[config.mk]
export PLATFORM = sky130hd
export DESIGN_NAME = sys_bus_ctrl_flat
export DESIGN_NICKNAME = d
export VERILOG_FILES = /design/src/rtl/sys_bus_ctrl_if.sv /design/src/rtl/sys_bus_ctrl.sv /design/src/flat_wrapper.sv
export SDC_FILE = /design/constraint.sdc
export NUM_CORES = 1
export LEC_CHECK = 0
export ABC_CLOCK_PERIOD_IN_PS = 3600
export CAP_MARGIN = 20
export CORE_ASPECT_RATIO = 1.2
export CORE_MARGIN = 2
export CORE_UTILIZATION = 40
export CTS_BUF_LIST = sky130_fd_sc_hd__clkbuf_4
export DETAILED_ROUTE_END_ITERATION = 6
export PLACE_DENSITY = 0.88
export SYNTH_ARGS = -nofsm -noshare
export SYNTH_HDL_FRONTEND = slang
export SYNTH_SLANG_ARGS = --single-unit
export TNS_END_PERCENT = 1
[constraint.sdc]
create_clock -name clk -period 3.6 [get_ports clk]
set_input_delay 0.54 -clock clk [delete_from_list [all_inputs] [get_ports clk]]
set_output_delay 0.54 -clock clk [all_outputs]
set_load 0.005 [all_outputs]
[src/rtl/sys_bus_ctrl_if.sv]
// ---------------------------------------------------------------------------
// sys_bus_ctrl_if
// Bus bundle for sys_bus_ctrl: the CPU-side master request/response signals
// and the decoded slave-side address/data/select signals.
//
// Handshake semantics (single place these are written down):
//   * m_req is sampled only while the controller is idle (m_busy = 0).
//     The master values m_we/m_addr/m_wdata are captured on that edge and
//     may change freely afterwards.
//   * m_ack is a one-cycle completion pulse; m_err and m_rdata are valid
//     with it, and m_rdata holds until the next completion.
//   * A slave sees s_sel[k] = 1 with s_addr/s_wdata/s_we stable and answers
//     by raising s_ready[k]; only the selected bit of s_ready is looked at,
//     and only during the data phase.
//
// Modports:
//   ctrl   - the bus controller itself
//   master - the CPU-side requester
//   slave  - the slave-port side (register files, memory banks)
// ---------------------------------------------------------------------------
interface sys_bus_ctrl_if #(
    parameter int ADDR_WIDTH = 8,
    parameter int DATA_WIDTH = 32,
    parameter int NUM_SLAVES = 4
);
    logic                             m_req;
    logic                             m_we;
    logic [ADDR_WIDTH-1:0]            m_addr;
    logic [DATA_WIDTH-1:0]            m_wdata;
    logic                             m_ack;
    logic                             m_err;
    logic [DATA_WIDTH-1:0]            m_rdata;
    logic                             m_busy;

    logic [NUM_SLAVES-1:0]            s_sel;
    logic                             s_we;
    logic [ADDR_WIDTH-1:0]            s_addr;
    logic [DATA_WIDTH-1:0]            s_wdata;
    logic [NUM_SLAVES*DATA_WIDTH-1:0] s_rdata;
    logic [NUM_SLAVES-1:0]            s_ready;

    modport ctrl (
        input  m_req, m_we, m_addr, m_wdata, s_rdata, s_ready,
        output m_ack, m_err, m_rdata, m_busy, s_sel, s_we, s_addr, s_wdata
    );

    modport master (
        output m_req, m_we, m_addr, m_wdata,
        input  m_ack, m_err, m_rdata, m_busy
    );

    modport slave (
        input  s_sel, s_we, s_addr, s_wdata,
        output s_rdata, s_ready
    );
endinterface

[src/rtl/sys_bus_ctrl.sv]
// ---------------------------------------------------------------------------
// sys_bus_ctrl
// Single-master system bus controller. Accepts one read or write at a time
// from the CPU side, decodes the top SEL_WIDTH address bits to one of
// NUM_SLAVES slave ports, runs an address phase and a data phase with a
// per-slave ready handshake, and returns data plus an error flag.
//
// Ports:
//   clk     - clock, all logic on posedge
//   rst     - synchronous, active-high reset
//   bus     - sys_bus_ctrl_if.ctrl (master request/response + slave side)
//   o_state - one-hot FSM state for observation {COMP, DATA, ADDR, IDLE}
//
// Optional feature macro: SYS_BUS_TIMEOUT_EN
//   When defined, the data phase is bounded to TIMEOUT_CYCLES cycles and a
//   slave that never answers completes with m_err = 1. When undefined the
//   data phase waits indefinitely and m_err reports decode errors only.
// ---------------------------------------------------------------------------
module sys_bus_ctrl #(
    parameter int ADDR_WIDTH     = 8,
    parameter int DATA_WIDTH     = 32,
    parameter int SEL_WIDTH      = 2,
    parameter int NUM_SLAVES     = 4,
    parameter int TIMEOUT_CYCLES = 16
) (
    input  logic          clk,
    input  logic          rst,
    sys_bus_ctrl_if.ctrl  bus,
    output logic [3:0]    o_state
);

    typedef enum logic [3:0] {
        ST_IDLE = 4'b0001,
        ST_ADDR = 4'b0010,
        ST_DATA = 4'b0100,
        ST_COMP = 4'b1000
    } state_t;

    state_t                r_state;
    logic                  r_we;
    logic [ADDR_WIDTH-1:0] r_addr;
    logic [DATA_WIDTH-1:0] r_wdata;
    logic [NUM_SLAVES-1:0] r_sel;
    logic                  r_dec_err;
    logic                  r_ack;
    logic                  r_err;
    logic [DATA_WIDTH-1:0] r_rdata;

`ifdef SYS_BUS_TIMEOUT_EN
    localparam int CNT_W = (TIMEOUT_CYCLES > 2) ? $clog2(TIMEOUT_CYCLES) : 1;
    logic [CNT_W-1:0]      r_cnt;
`else
    // Keeps the timeout parameter referenced when the feature is compiled out.
    logic                  w_unused_timeout;
    assign w_unused_timeout = (TIMEOUT_CYCLES > 1);
`endif

    logic [SEL_WIDTH-1:0]  w_idx;
    logic [NUM_SLAVES-1:0] w_onehot;
    logic                  w_ready;
    logic [DATA_WIDTH-1:0] w_rdata;

    // Slave index from the incoming address. An index at or above NUM_SLAVES
    // matches no bit, so an all-zero one-hot is the decode-error condition.
    always_comb begin
        w_idx    = bus.m_addr[ADDR_WIDTH-1 -: SEL_WIDTH];
        w_onehot = '0;
        for (int k = 0; k < NUM_SLAVES; k++) begin
            w_onehot[k] = (w_idx == SEL_WIDTH'(k));
        end
    end

    // The latched one-hot select masks both ready and read data, so
    // unselected slaves can never complete or corrupt a transaction.
    always_comb begin
        w_ready = |(bus.s_ready & r_sel);
        w_rdata = '0;
        for (int k = 0; k < NUM_SLAVES; k++) begin
            if (r_sel[k]) begin
                w_rdata = w_rdata | bus.s_rdata[k*DATA_WIDTH +: DATA_WIDTH];
            end
        end
    end

    always_ff @(posedge clk) begin
        if (rst) begin
            r_state   <= ST_IDLE;
            r_we      <= 1'b0;
            r_addr    <= '0;
            r_wdata   <= '0;
            r_sel     <= '0;
            r_dec_err <= 1'b0;
            r_ack     <= 1'b0;
            r_err     <= 1'b0;
            r_rdata   <= '0;
`ifdef SYS_BUS_TIMEOUT_EN
            r_cnt     <= '0;
`endif
        end else begin
            case (r_state)
                ST_IDLE: begin
                    if (bus.m_req) begin
                        // Slave-side outputs are loaded here so they are
                        // already stable during the address-phase cycle.
                        r_we      <= bus.m_we;
                        r_addr    <= bus.m_addr;
                        r_wdata   <= bus.m_wdata;
                        r_sel     <= w_onehot;
                        r_dec_err <= (w_onehot == '0);
                        r_state   <= ST_ADDR;
                    end
                end

                ST_ADDR: begin
                    if (r_dec_err) begin
                        r_ack   <= 1'b1;
                        r_err   <= 1'b1;
                        r_rdata <= '0;
                        r_we    <= 1'b0;
                        r_sel   <= '0;
                        r_state <= ST_COMP;
                    end else begin
`ifdef SYS_BUS_TIMEOUT_EN
                        r_cnt   <= '0;
`endif
                        r_state <= ST_DATA;
                    end
                end

                ST_DATA: begin
                    if (w_ready) begin
                        // Ready on the final allowed cycle still completes
                        // normally: this branch is checked before the timeout.
                        r_ack   <= 1'b1;
                        r_err   <= 1'b0;
                        r_rdata <= r_we ? '0 : w_rdata;
                        r_we    <= 1'b0;
                        r_sel   <= '0;
                        r_state <= ST_COMP;
                    end
`ifdef SYS_BUS_TIMEOUT_EN
                    else if (r_cnt == CNT_W'(TIMEOUT_CYCLES - 1)) begin
                        r_ack   <= 1'b1;
                        r_err   <= 1'b1;
                        r_rdata <= '0;
                        r_we    <= 1'b0;
                        r_sel   <= '0;
                        r_state <= ST_COMP;
                    end else begin
                        r_cnt   <= r_cnt + CNT_W'(1);
                    end
`endif
                end

                ST_COMP: begin
                    // m_req is not looked at here; it is next sampled in IDLE.
                    r_ack   <= 1'b0;
                    r_err   <= 1'b0;
                    r_state <= ST_IDLE;
                end

                default: begin
                    r_ack   <= 1'b0;
                    r_err   <= 1'b0;
                    r_we    <= 1'b0;
                    r_sel   <= '0;
                    r_state <= ST_IDLE;
                end
            endcase
        end
    end

    assign bus.m_ack   = r_ack;
    assign bus.m_err   = r_err;
    assign bus.m_rdata = r_rdata;
    assign bus.m_busy  = (r_state != ST_IDLE);
    assign bus.s_sel   = r_sel;
    assign bus.s_we    = r_we;
    assign bus.s_addr  = r_addr;
    assign bus.s_wdata = r_wdata;
    assign o_state     = r_state;

endmodule

[src/flat_wrapper.sv]
// flat-port wrapper written by rule: the top's interface ports become plain ports
module sys_bus_ctrl_flat 
#(
    parameter int ADDR_WIDTH     = 8,
    parameter int DATA_WIDTH     = 32,
    parameter int SEL_WIDTH      = 2,
    parameter int NUM_SLAVES     = 4,
    parameter int TIMEOUT_CYCLES = 16
)
  (clk, rst, o_state, bus_m_req, bus_m_we, bus_m_addr, bus_m_wdata, bus_s_rdata, bus_s_ready, bus_m_ack, bus_m_err, bus_m_rdata, bus_m_busy, bus_s_sel, bus_s_we, bus_s_addr, bus_s_wdata);
  sys_bus_ctrl_if #(.ADDR_WIDTH(ADDR_WIDTH), .DATA_WIDTH(DATA_WIDTH), .NUM_SLAVES(NUM_SLAVES)) bus_i ();
  input  logic clk;
  input  logic rst;
  output logic [3:0] o_state;
  input wire logic [$bits(bus_i.m_req)-1:0] bus_m_req;
  input wire logic [$bits(bus_i.m_we)-1:0] bus_m_we;
  input wire logic [$bits(bus_i.m_addr)-1:0] bus_m_addr;
  input wire logic [$bits(bus_i.m_wdata)-1:0] bus_m_wdata;
  input wire logic [$bits(bus_i.s_rdata)-1:0] bus_s_rdata;
  input wire logic [$bits(bus_i.s_ready)-1:0] bus_s_ready;
  output wire logic [$bits(bus_i.m_ack)-1:0] bus_m_ack;
  output wire logic [$bits(bus_i.m_err)-1:0] bus_m_err;
  output wire logic [$bits(bus_i.m_rdata)-1:0] bus_m_rdata;
  output wire logic [$bits(bus_i.m_busy)-1:0] bus_m_busy;
  output wire logic [$bits(bus_i.s_sel)-1:0] bus_s_sel;
  output wire logic [$bits(bus_i.s_we)-1:0] bus_s_we;
  output wire logic [$bits(bus_i.s_addr)-1:0] bus_s_addr;
  output wire logic [$bits(bus_i.s_wdata)-1:0] bus_s_wdata;
  assign bus_i.m_req = bus_m_req;
  assign bus_i.m_we = bus_m_we;
  assign bus_i.m_addr = bus_m_addr;
  assign bus_i.m_wdata = bus_m_wdata;
  assign bus_i.s_rdata = bus_s_rdata;
  assign bus_i.s_ready = bus_s_ready;
  assign bus_m_ack = bus_i.m_ack;
  assign bus_m_err = bus_i.m_err;
  assign bus_m_rdata = bus_i.m_rdata;
  assign bus_m_busy = bus_i.m_busy;
  assign bus_s_sel = bus_i.s_sel;
  assign bus_s_we = bus_i.s_we;
  assign bus_s_addr = bus_i.s_addr;
  assign bus_s_wdata = bus_i.s_wdata;
  sys_bus_ctrl #(.ADDR_WIDTH(ADDR_WIDTH), .DATA_WIDTH(DATA_WIDTH), .SEL_WIDTH(SEL_WIDTH), .NUM_SLAVES(NUM_SLAVES), .TIMEOUT_CYCLES(TIMEOUT_CYCLES)) u_core (.clk(clk), .rst(rst), .bus(bus_i), .o_state(o_state));
endmodule
Word-level counts from Yosys, hierarchy flattened --
Index checks and enable logic that the tools add are counted. Widths: inputs -> output; s select.
Word-level totals: register bits 84, bits in latches 0, bits in writable memories 0, memory bits (read-only) 0, bits of input ports 176, output and inout port bits 84, word-level logic and storage cells 59, memories kept 0
Cells by class: add/sub/neg operators 0, multiply operators 0, div/mod/pow operators 0, order comparisons 0, equality and inequality tests 11, shift operators 0, mux-type cells 24, bitwise logic cells 6, reduce and logical (&&, ||, !) cells 9
Operator list (count):
- $mux 32 | 7
- $or 32x32->32 | 3
- $pmux 32 s2 | 1
- $mux 4 | 6
- $pmux 4 s4 | 1
- $pmux 4 s3 | 1
- $pmux 1 s3 | 2
- $reduce_and 3->1 | 2
- $mux 1 | 5
- $and 4x4->4 | 1
- $eq 2x2->1 const B | 2
- $eq 4x1->1 const B | 1
- $eq 4x2->1 const B | 1
- $eq 4x3->1 const B | 1
- $eq 4x4->1 const B | 1
- $logic_not 4->1 | 1
- $ne 2x1->1 const B | 2
- $ne 4x1->1 const B | 1
- $pmux 1 s4 | 1
- $reduce_and 2->1 | 2
- $reduce_and 4->1 | 1
- $reduce_or 4->1 | 1
- $eq 2x1->1 const B | 1
- $logic_not 2->1 | 1
- 3 further kinds | 4

Depth between registers and ports, before layout --
Gate-level depths: netlist of the first run.
depth after elaboration 10, depth in mapped cells 6, mapped depth without buffers 5

Least setup slack after synthesis of the first run --
Ideal clock, no wire load.
path type register -> register, from register u_core.r_state[1], in the netlist u_core.o_state[1], to register u_core.r_rdata[29], in the netlist u_core.bus.m_rdata[29], library setup time 0.134 ns, data arrival time 1.574 ns, required time 3.466 ns, path slack 1.892 ns, stages on the path, launching flop included 6, path buffers 1, period minus slack after synthesis 1.708 ns, path through dfxtp_1 > or4b_4 > mux2i_4 > buf_6 > o21ai_0 > a21oi_1
Between the ends: cells in the longest elaborated chain, start to end 3, elaborated cells between the ends (all ways) 7, those cells by class 4 x eq/ne; 1 x mux; 2 x reduce/logical
RTL lines:
- from (decl) | RTL line sys_bus_ctrl.sv:39 | state_t r_state;
- from (signal assigned) | RTL line sys_bus_ctrl.sv:87 | r_state <= ST_IDLE;
- from (signal assigned) | RTL line sys_bus_ctrl.sv:110 | r_state <= ST_ADDR;
- from (signal assigned) | RTL line sys_bus_ctrl.sv:121 | r_state <= ST_COMP;
- $eq 4x2->1 / $eq 4x3->1 (equally long branches) | RTL line sys_bus_ctrl.sv:100 | case (r_state)
- $ne 2x1->1 (no line) / $reduce_bool 2->1 (equally long branches)
- $reduce_and 3->1 (no line)
- to (signal assigned) | RTL line sys_bus_ctrl.sv:136 | r_rdata <= r_we ? '0 : w_rdata;
- to (decl) | RTL line sys_bus_ctrl.sv:47 | logic [DATA_WIDTH-1:0] r_rdata;
Parallel ways exist; a longest one is shown, timed or not. A chain may end at the register's enable or synchronous reset.

Worst setup path in the final report of the first run --
from register u_core.r_state[0], in the netlist u_core.o_state[0], to output port bus_m_busy
Between the ends: cells in the longest elaborated chain, start to end 1
RTL lines:
- $ne 4x1->1 | RTL line sys_bus_ctrl.sv:176 | assign bus.m_busy = (r_state != ST_IDLE);
- to (decl) | RTL line flat_wrapper.sv:24 | output wire logic [$bits(bus_i.m_busy)-1:0] bus_m_busy;
No other way between the ends.

==> summary.txt, run 1 <==
Detailed routing
  • Wirelength per Cell: between 15 and 20 um
  • Remaining DRCs: 0
  • First-pass DRT Iterations: 5
  • Routed vias: between 4,000 and 5,000
  • Total wire length: ~16,000 um
  • Routed vias/inst: ~5.7
  • Antenna Nets Post-Route: 0
  • DR iter-0 viols: 337

Layout
  • Layout net count: 905
  • Share of cells above drive strength 1: 0.04905
  • Filler cell count: about 780
  • Final Util: 0.6949
  • Commonest cells after routing, fill and taps aside: clkdlybuf4s50_1 (258), nand2_1 (114), dfxtp_1 (84)
  • Leading cell type in the layout, fill and taps excluded: clkdlybuf4s50_1
  • Area growth syn-to-layout: 67.99%

Die
  • Core Region: around 0.0096 mm2
  • Die Y: 112.9 um
  • Initial Util: 0.4137
  • DIE AREA: around 0.011 mm2
  • Number of cell rows: 39
  • # IOs: 260
  • Die X: 94.79 um

Pwr
  • VDD IR max: 0.0003004 V
  • Leakage dissipation: 2.369 nW
  • Power per cell area: slightly above 300 mW/mm2

Clock tree
  • Cts bufs inserted: 9
  • Cts repair resizes: 0
  • H-tree Lvls: 3
  • CTS root buf: clkbuf_4
  • Post-CTS setup buffers: 0
  • CTS Hold Bufs: 0
  • Worst-Skew Late Latency: 0.44 ns
  • Clk pin slew, worst setup/hold paths: 0.13 ns
  • Clk sinks: between 80 and 90
  • Clock buffer depth: 2
  • TritonCTS clock tree: built

Timing
  • Unrepaired setup endpoints after global routing: no
  • Maximum clock rate: approximately 360 MHz
  • Worst-Margin Slew: 0.9961 ns
  • Fin. Hold Viols: 0
  • Setup ws final: around 0.84 ns
  • Final Max Tran Viols: 0
  • # setup viols final: 0
  • Max Clock Skew: roughly 0.0086 ns
  • Tmin final: 2.756 ns
  • Tcrit/Tclk final: 0.7656
  • Final setup TNS: 0 ns
  • Slew headroom: 0.3217

Worst setup path
  • Kind of critical path: reg2out
  • Worst R2R Start: u_core.o_state[1]
  • Required time of the critical path: between 3 and 4 ns
  • Internal reg-to-reg setup slack: 1.28 ns
  • Startpoint Class: flip-flop
  • Reg2reg end: u_core.bus.m_rdata[18]
  • Worst EP arrival: roughly 2.2 ns
  • Worst r2r path cells: 4
  • Worst-path fanout max: 8
  • Critical Path Start: u_core.o_state[0]
  • CP Capture Type: output pin

Synth
  • Cell count after synthesis: roughly 500
  • #FFs+latches synth: 84
  • Yosys warnings: 0
  • Synth top area share: 0.4250
  • Syn_nets: 674
  • Dominant cells by area after synthesis: dfxtp_1 (43%), a22oi_1 (13%), nand2_1 (11%)
  • Sequential share of the synthesized area: 0.4250
  • Post-Syn Area: between 0.003 and 0.004 mm2
  • Synth cell types: 37
  • Syn avg cell area: approximately 7.9 um2
  • Cell taking the most area after synthesis: dfxtp_1

Hold path
  • Worst min path class: reg2reg
  • Worst hold stages: 2
  • Worst Hold Path EP: u_core.bus.s_wdata[6]
  • Hold_sp: u_core.bus.s_wdata[6]

Placed design
  • DP HPWL: ~12,000 um
  • Post-Place Worst Slack: approximately 1.3 ns
  • Port bufs: roughly 260
  • Gpl congestion: a little over 0.9

GRT
  • First-pass GRT wire length: around 24,000 um
  • Largest net degree at the start of global routing: 46
  • Remaining global-route overflow: 0
  • Antenna violations before repair: 1
  • Vias in the first global route: approximately 4,700
  • Tot GR Track Use: 0.2833

Run
  • Maxcap violations: 0

Status
  • Outcome: finished, final reports clean
[through the flow]
step / hold WS, ns / instance area (um2) / instances / total power [mW]
2_1_floorplan: 0.4527 / 3956 / 498 / 1.194
3_3_place_gp: 0.4408 / 6504 / 841 / 1.512
3_5_place_dp: 0.4494 / 6504 / 841 / 1.522
4_1_cts: 0.4672 / 6644 / 857 / 2.068
5_1_grt: 0.4851 / 6644 / 857 / 2.156
6_report: 0.4636 / 6646 / 858 / 2.058
[state kept, by name, summed over array words and instances, names as in the netlist]
name	count
u_core.bus.s_sel	4
u_core.bus.s_wdata	32
u_core.r_dec_err	1
u_core.bus.s_addr	8
u_core.bus.m_ack	1
u_core.bus.m_err	1
u_core.bus.m_rdata	32
u_core.bus.s_we	1
u_core.o_state	4
[layout make-up]
cell class | instances | area, um2 | share of cell area
diodes | 1 | 2.502 | 0.0003765
clock buffers | 10 | 75.07 | 0.01130
clock inverters | 6 | 65.06 | 0.009789
inverters | 2 | 7.507 | 0.001130
multi-input cells | 363 | 1998 | 0.3006
flip-flops and latches | 84 | 1682 | 0.2530
well taps | 123 | 153.9 | 0.02316
repair buffers | 269 | 2663 | 0.4006
[cells by family after synthesis]
family          share of synthesized area
compound gates                     0.2840
buf+inv                           0.06989
flops                              0.4250
mux                               0.01138
simple gates                       0.2097
[layer usage]
metal / vias up / share of wire / GRT usage
li1: 2275 / - / -
met1: 2239 / 0.36 / 0.3238
met2: 294 / 0.47 / 0.4634
met3: 49 / 0.13 / 0.1085
met4: 2 / 0.042 / 0.1314
met5: - / 0.00076 / 0
[worst max-delay path: stages, from the launching register on]
cell and delay, ns:
dfxtp_1 0.52, nor4b_2 0.56, inv_1 0.21, clkdlybuf4s50_1 0.49
[cell usage after synthesis (all sizes together)]
library cell / count
a32o: 1
a32oi: 1
nor2b: 1
mux2i: 2
nor3: 4
a21oi: 79
and2: 1
buf: 18
and3: 2
clkbuf: 31
a22oi: 66
o21ai: 39
nand2: 114
or2: 1
or4b: 2
o21a: 1
nand3: 3
dfxtp: 84
nor4b: 3
nand4b: 1
nand4: 34
or4: 1
o21bai: 1
nor2: 5
nor3b: 1
inv: 2
[worst max path at each step]
stage,end,depth (start not counted),slack (ns)
6_report,bus_m_busy,3,0.84
5_1_grt,bus_m_busy,3,0.69
4_1_cts,bus_m_busy,3,0.84
3_5_place_dp,u_core.bus.s_sel[2],5,1.34
3_3_place_gp,u_core.bus.s_sel[2],5,1.40
2_1_floorplan,u_core.bus.m_rdata[29],5,1.89
[power by group]
part | switching (mW) | internal, mW | total (mW) | leakage (nW)
registers | 0.0279 | 0.971 | 0.999 | 0.683
clock network | 0.332 | 0.219 | 0.552 | 0.0764
logic | 0.204 | 0.304 | 0.508 | 1.61
No activity file was read; power rests on OpenSTA's default activity.
==> run 2: changes to the inputs <==
--- a/config.mk
+++ b/config.mk
@@ -5,14 +5,14 @@
 export SDC_FILE = /design/constraint.sdc
 export NUM_CORES = 1
 export LEC_CHECK = 0
-export ABC_CLOCK_PERIOD_IN_PS = 3600
+export ABC_CLOCK_PERIOD_IN_PS = 2900
 export CAP_MARGIN = 20
 export CORE_ASPECT_RATIO = 1.2
 export CORE_MARGIN = 2
-export CORE_UTILIZATION = 40
+export CORE_UTILIZATION = 37
 export CTS_BUF_LIST = sky130_fd_sc_hd__clkbuf_4
 export DETAILED_ROUTE_END_ITERATION = 6
-export PLACE_DENSITY = 0.88
+export PLACE_DENSITY = 0.82
 export SYNTH_ARGS = -nofsm -noshare
 export SYNTH_HDL_FRONTEND = slang
 export SYNTH_SLANG_ARGS = --single-unit
==> constraint.sdc (replaced) <==
create_clock -name clk -period 2.9 [get_ports clk]
set_input_delay 0.435 -clock clk [delete_from_list [all_inputs] [get_ports clk]]
set_output_delay 0.435 -clock clk [all_outputs]
set_load 0.005 [all_outputs]
==> run 2 against run 1 <==
Hold slack worse by 0.040 ns. Core utilization decreased by 5.6 points. Setup slack worse by 0.34 ns. Flip-flop and latch count is the same. Total power up 25%. Routed wire length decreased by 2.3%. First-iteration DRC count is 12% higher. Final cell count up 1.0%. Sequential power up 24%. Largest power group unchanged.
==> summary.txt, run 2 (synthesized netlist as in run 1, its figures left out) <==
Worst setup path
  • Kind of critical path: reg2out
  • Internal reg-to-reg setup slack: 0.59 ns
  • CP Capture Type: output pin
  • Worst r2r path cells: 4
  • Worst EP arrival: between 1.5 and 2 ns
  • Worst R2R Start: u_core.o_state[1]
  • Startpoint Class: flip-flop
  • Worst-path fanout max: 8
  • Reg2reg end: u_core.bus.m_rdata[27]
  • Required time of the critical path: about 2.5 ns

Detailed routing
  • Remaining DRCs: 0
  • Antenna Nets Post-Route: 0
  • First-pass DRT Iterations: 5
  • Wirelength per Cell: between 15 and 20 um
  • Routed vias: just under 5,000
  • Routed vias/inst: 5.543
  • Total wire length: 15,410 um
  • DR iter-0 viols: roughly 380

Clock tree
  • Clk sinks: 84
  • Cts bufs inserted: 9
  • Worst-Skew Late Latency: about 0.43 ns
  • TritonCTS clock tree: built
  • Cts repair resizes: 0
  • H-tree Lvls: 3
  • Clk pin slew, worst setup/hold paths: between 0.1 and 0.15 ns
  • Clock buffer depth: 2
  • Post-CTS setup buffers: 0
  • CTS Hold Bufs: 0
  • CTS root buf: clkbuf_4

Pwr
  • Power per cell area: approximately 380 mW/mm2
  • Overall Power: between 2 and 3 mW
  • VDD IR max: 0.0002891 V
  • Leakage dissipation: between 2 and 2.5 nW

Placed design
  • DP HPWL: about 11,000 um
  • Gpl congestion: roughly 0.84
  • Port bufs: roughly 260

Timing
  • Tcrit/Tclk final: 0.8246
  • Tmin final: 2.391 ns
  • Maximum clock rate: approximately 420 MHz
  • Unrepaired setup endpoints after global routing: no
  • Final setup TNS: 0 ns
  • Fin. Hold Viols: 0
  • # setup viols final: 0
  • Max Clock Skew: 0.008239 ns
  • Slew headroom: 0.3735
  • Worst-Margin Slew: a little over 0.9 ns
  • Final Max Tran Viols: 0

Hold path
  • Worst hold stages: 2
  • Worst min path class: in2reg
  • Hold_sp: rst
  • Worst Hold Path EP: u_core.o_state[1]

Layout
  • Area growth syn-to-layout: 68.94%
  • Layout net count: roughly 900
  • Filler cell count: ~850
  • Leading cell type in the layout, fill and taps excluded: clkdlybuf4s50_1
  • Commonest cells after routing, fill and taps aside: clkdlybuf4s50_1 (258), nand2_1 (114), dfxtp_1 (84)
  • Diode count: 0
  • Multi-input gate area: around 0.0020 mm2
  • Share of cells above drive strength 1: 0.05420
  • Register cell area after layout: 0.001682 mm2

Die
  • Core Region: around 0.010 mm2
  • DIE AREA: between 0.01 and 0.015 mm2
  • Initial Util: 0.3780
  • Die Y: about 120 um
  • # IOs: 260
  • Number of cell rows: ~40
  • Die X: 98.40 um

Status
  • Outcome: finished, final reports clean

GRT
  • Vias in the first global route: roughly 4,600
  • First-pass GRT wire length: about 23,000 um
  • Remaining global-route overflow: 0
  • Antenna violations before repair: 0
  • Largest net degree at the start of global routing: between 40 and 50
  • Tot GR Track Use: 0.2525

Run
  • Maxcap violations: 0
## run 2: cell types whose count changed in the layout (fill, tap and decap cells not counted), sizes merged
cell | before | now
diode | 1 | 0
clkinvlp | 1 | 0
buf | 11 | 15
inv | 2 | 4
clkbuf | 10 | 9
## run 2: area by class of cell
class,count,share of cell area
Tap cell,129,0.02415
Multi-Input combinational cell,363,0.2990
Sequential cell,84,0.2516
Clock buffer,9,0.01011
Timing Repair Buffer,273,0.4028
Inverter,2,0.001123
Clock inverter,7,0.01123
## run 2: through the flow
stage                     instances  hold WS (ns)  setup slack [ns]  utilization  cell area, um2
after floorplan                 498        0.4527             1.192            -            3956
after global placement          851        0.4426            0.7477       0.6251            6541
after detailed placement        851        0.4458            0.6208       0.6251            6541
after CTS                       867        0.3899            0.4750       0.6387            6684
after global routing            867        0.4261            0.3616       0.6387            6684
final                           867        0.4234            0.5087       0.6387            6684
## run 2: per-layer routing
metal  part of all wire  up-vias  GRT usage
met5                  0        -          0
met4              0.044        0     0.1324
met3               0.10       47    0.07007
met2               0.46      278     0.4127
met1               0.39     2197     0.3054
li1                   -     2284          -
## run 2: worst max-delay path by stage
stage	start	endpoint	slack [ns]	cells after the start
final	u_core.o_state[0]	bus_m_busy	0.51	4
after detailed placement	u_core.o_state[1]	u_core.bus.m_rdata[14]	0.62	4
after floorplan	u_core.o_state[1]	u_core.bus.m_rdata[29]	1.19	5
after global routing	u_core.o_state[0]	bus_m_busy	0.36	4
after CTS	u_core.o_state[0]	bus_m_busy	0.47	4
after global placement	u_core.o_state[1]	u_core.bus.m_rdata[27]	0.75	4
## run 2: where the power goes
part	internal [mW]	switching [mW]	leakage (nW)
combinational	0.382	0.252	1.63
sequential	1.21	0.0330	0.683
clock	0.269	0.430	0.0807
total	1.86	0.715	2.39
## run 2: critical path: stages, from the launching register on
cell	delay [ns]
dfxtp_1	0.51
nor4b_2	0.25
buf_4	0.20
inv_1	0.10
clkdlybuf4s50_1	0.47
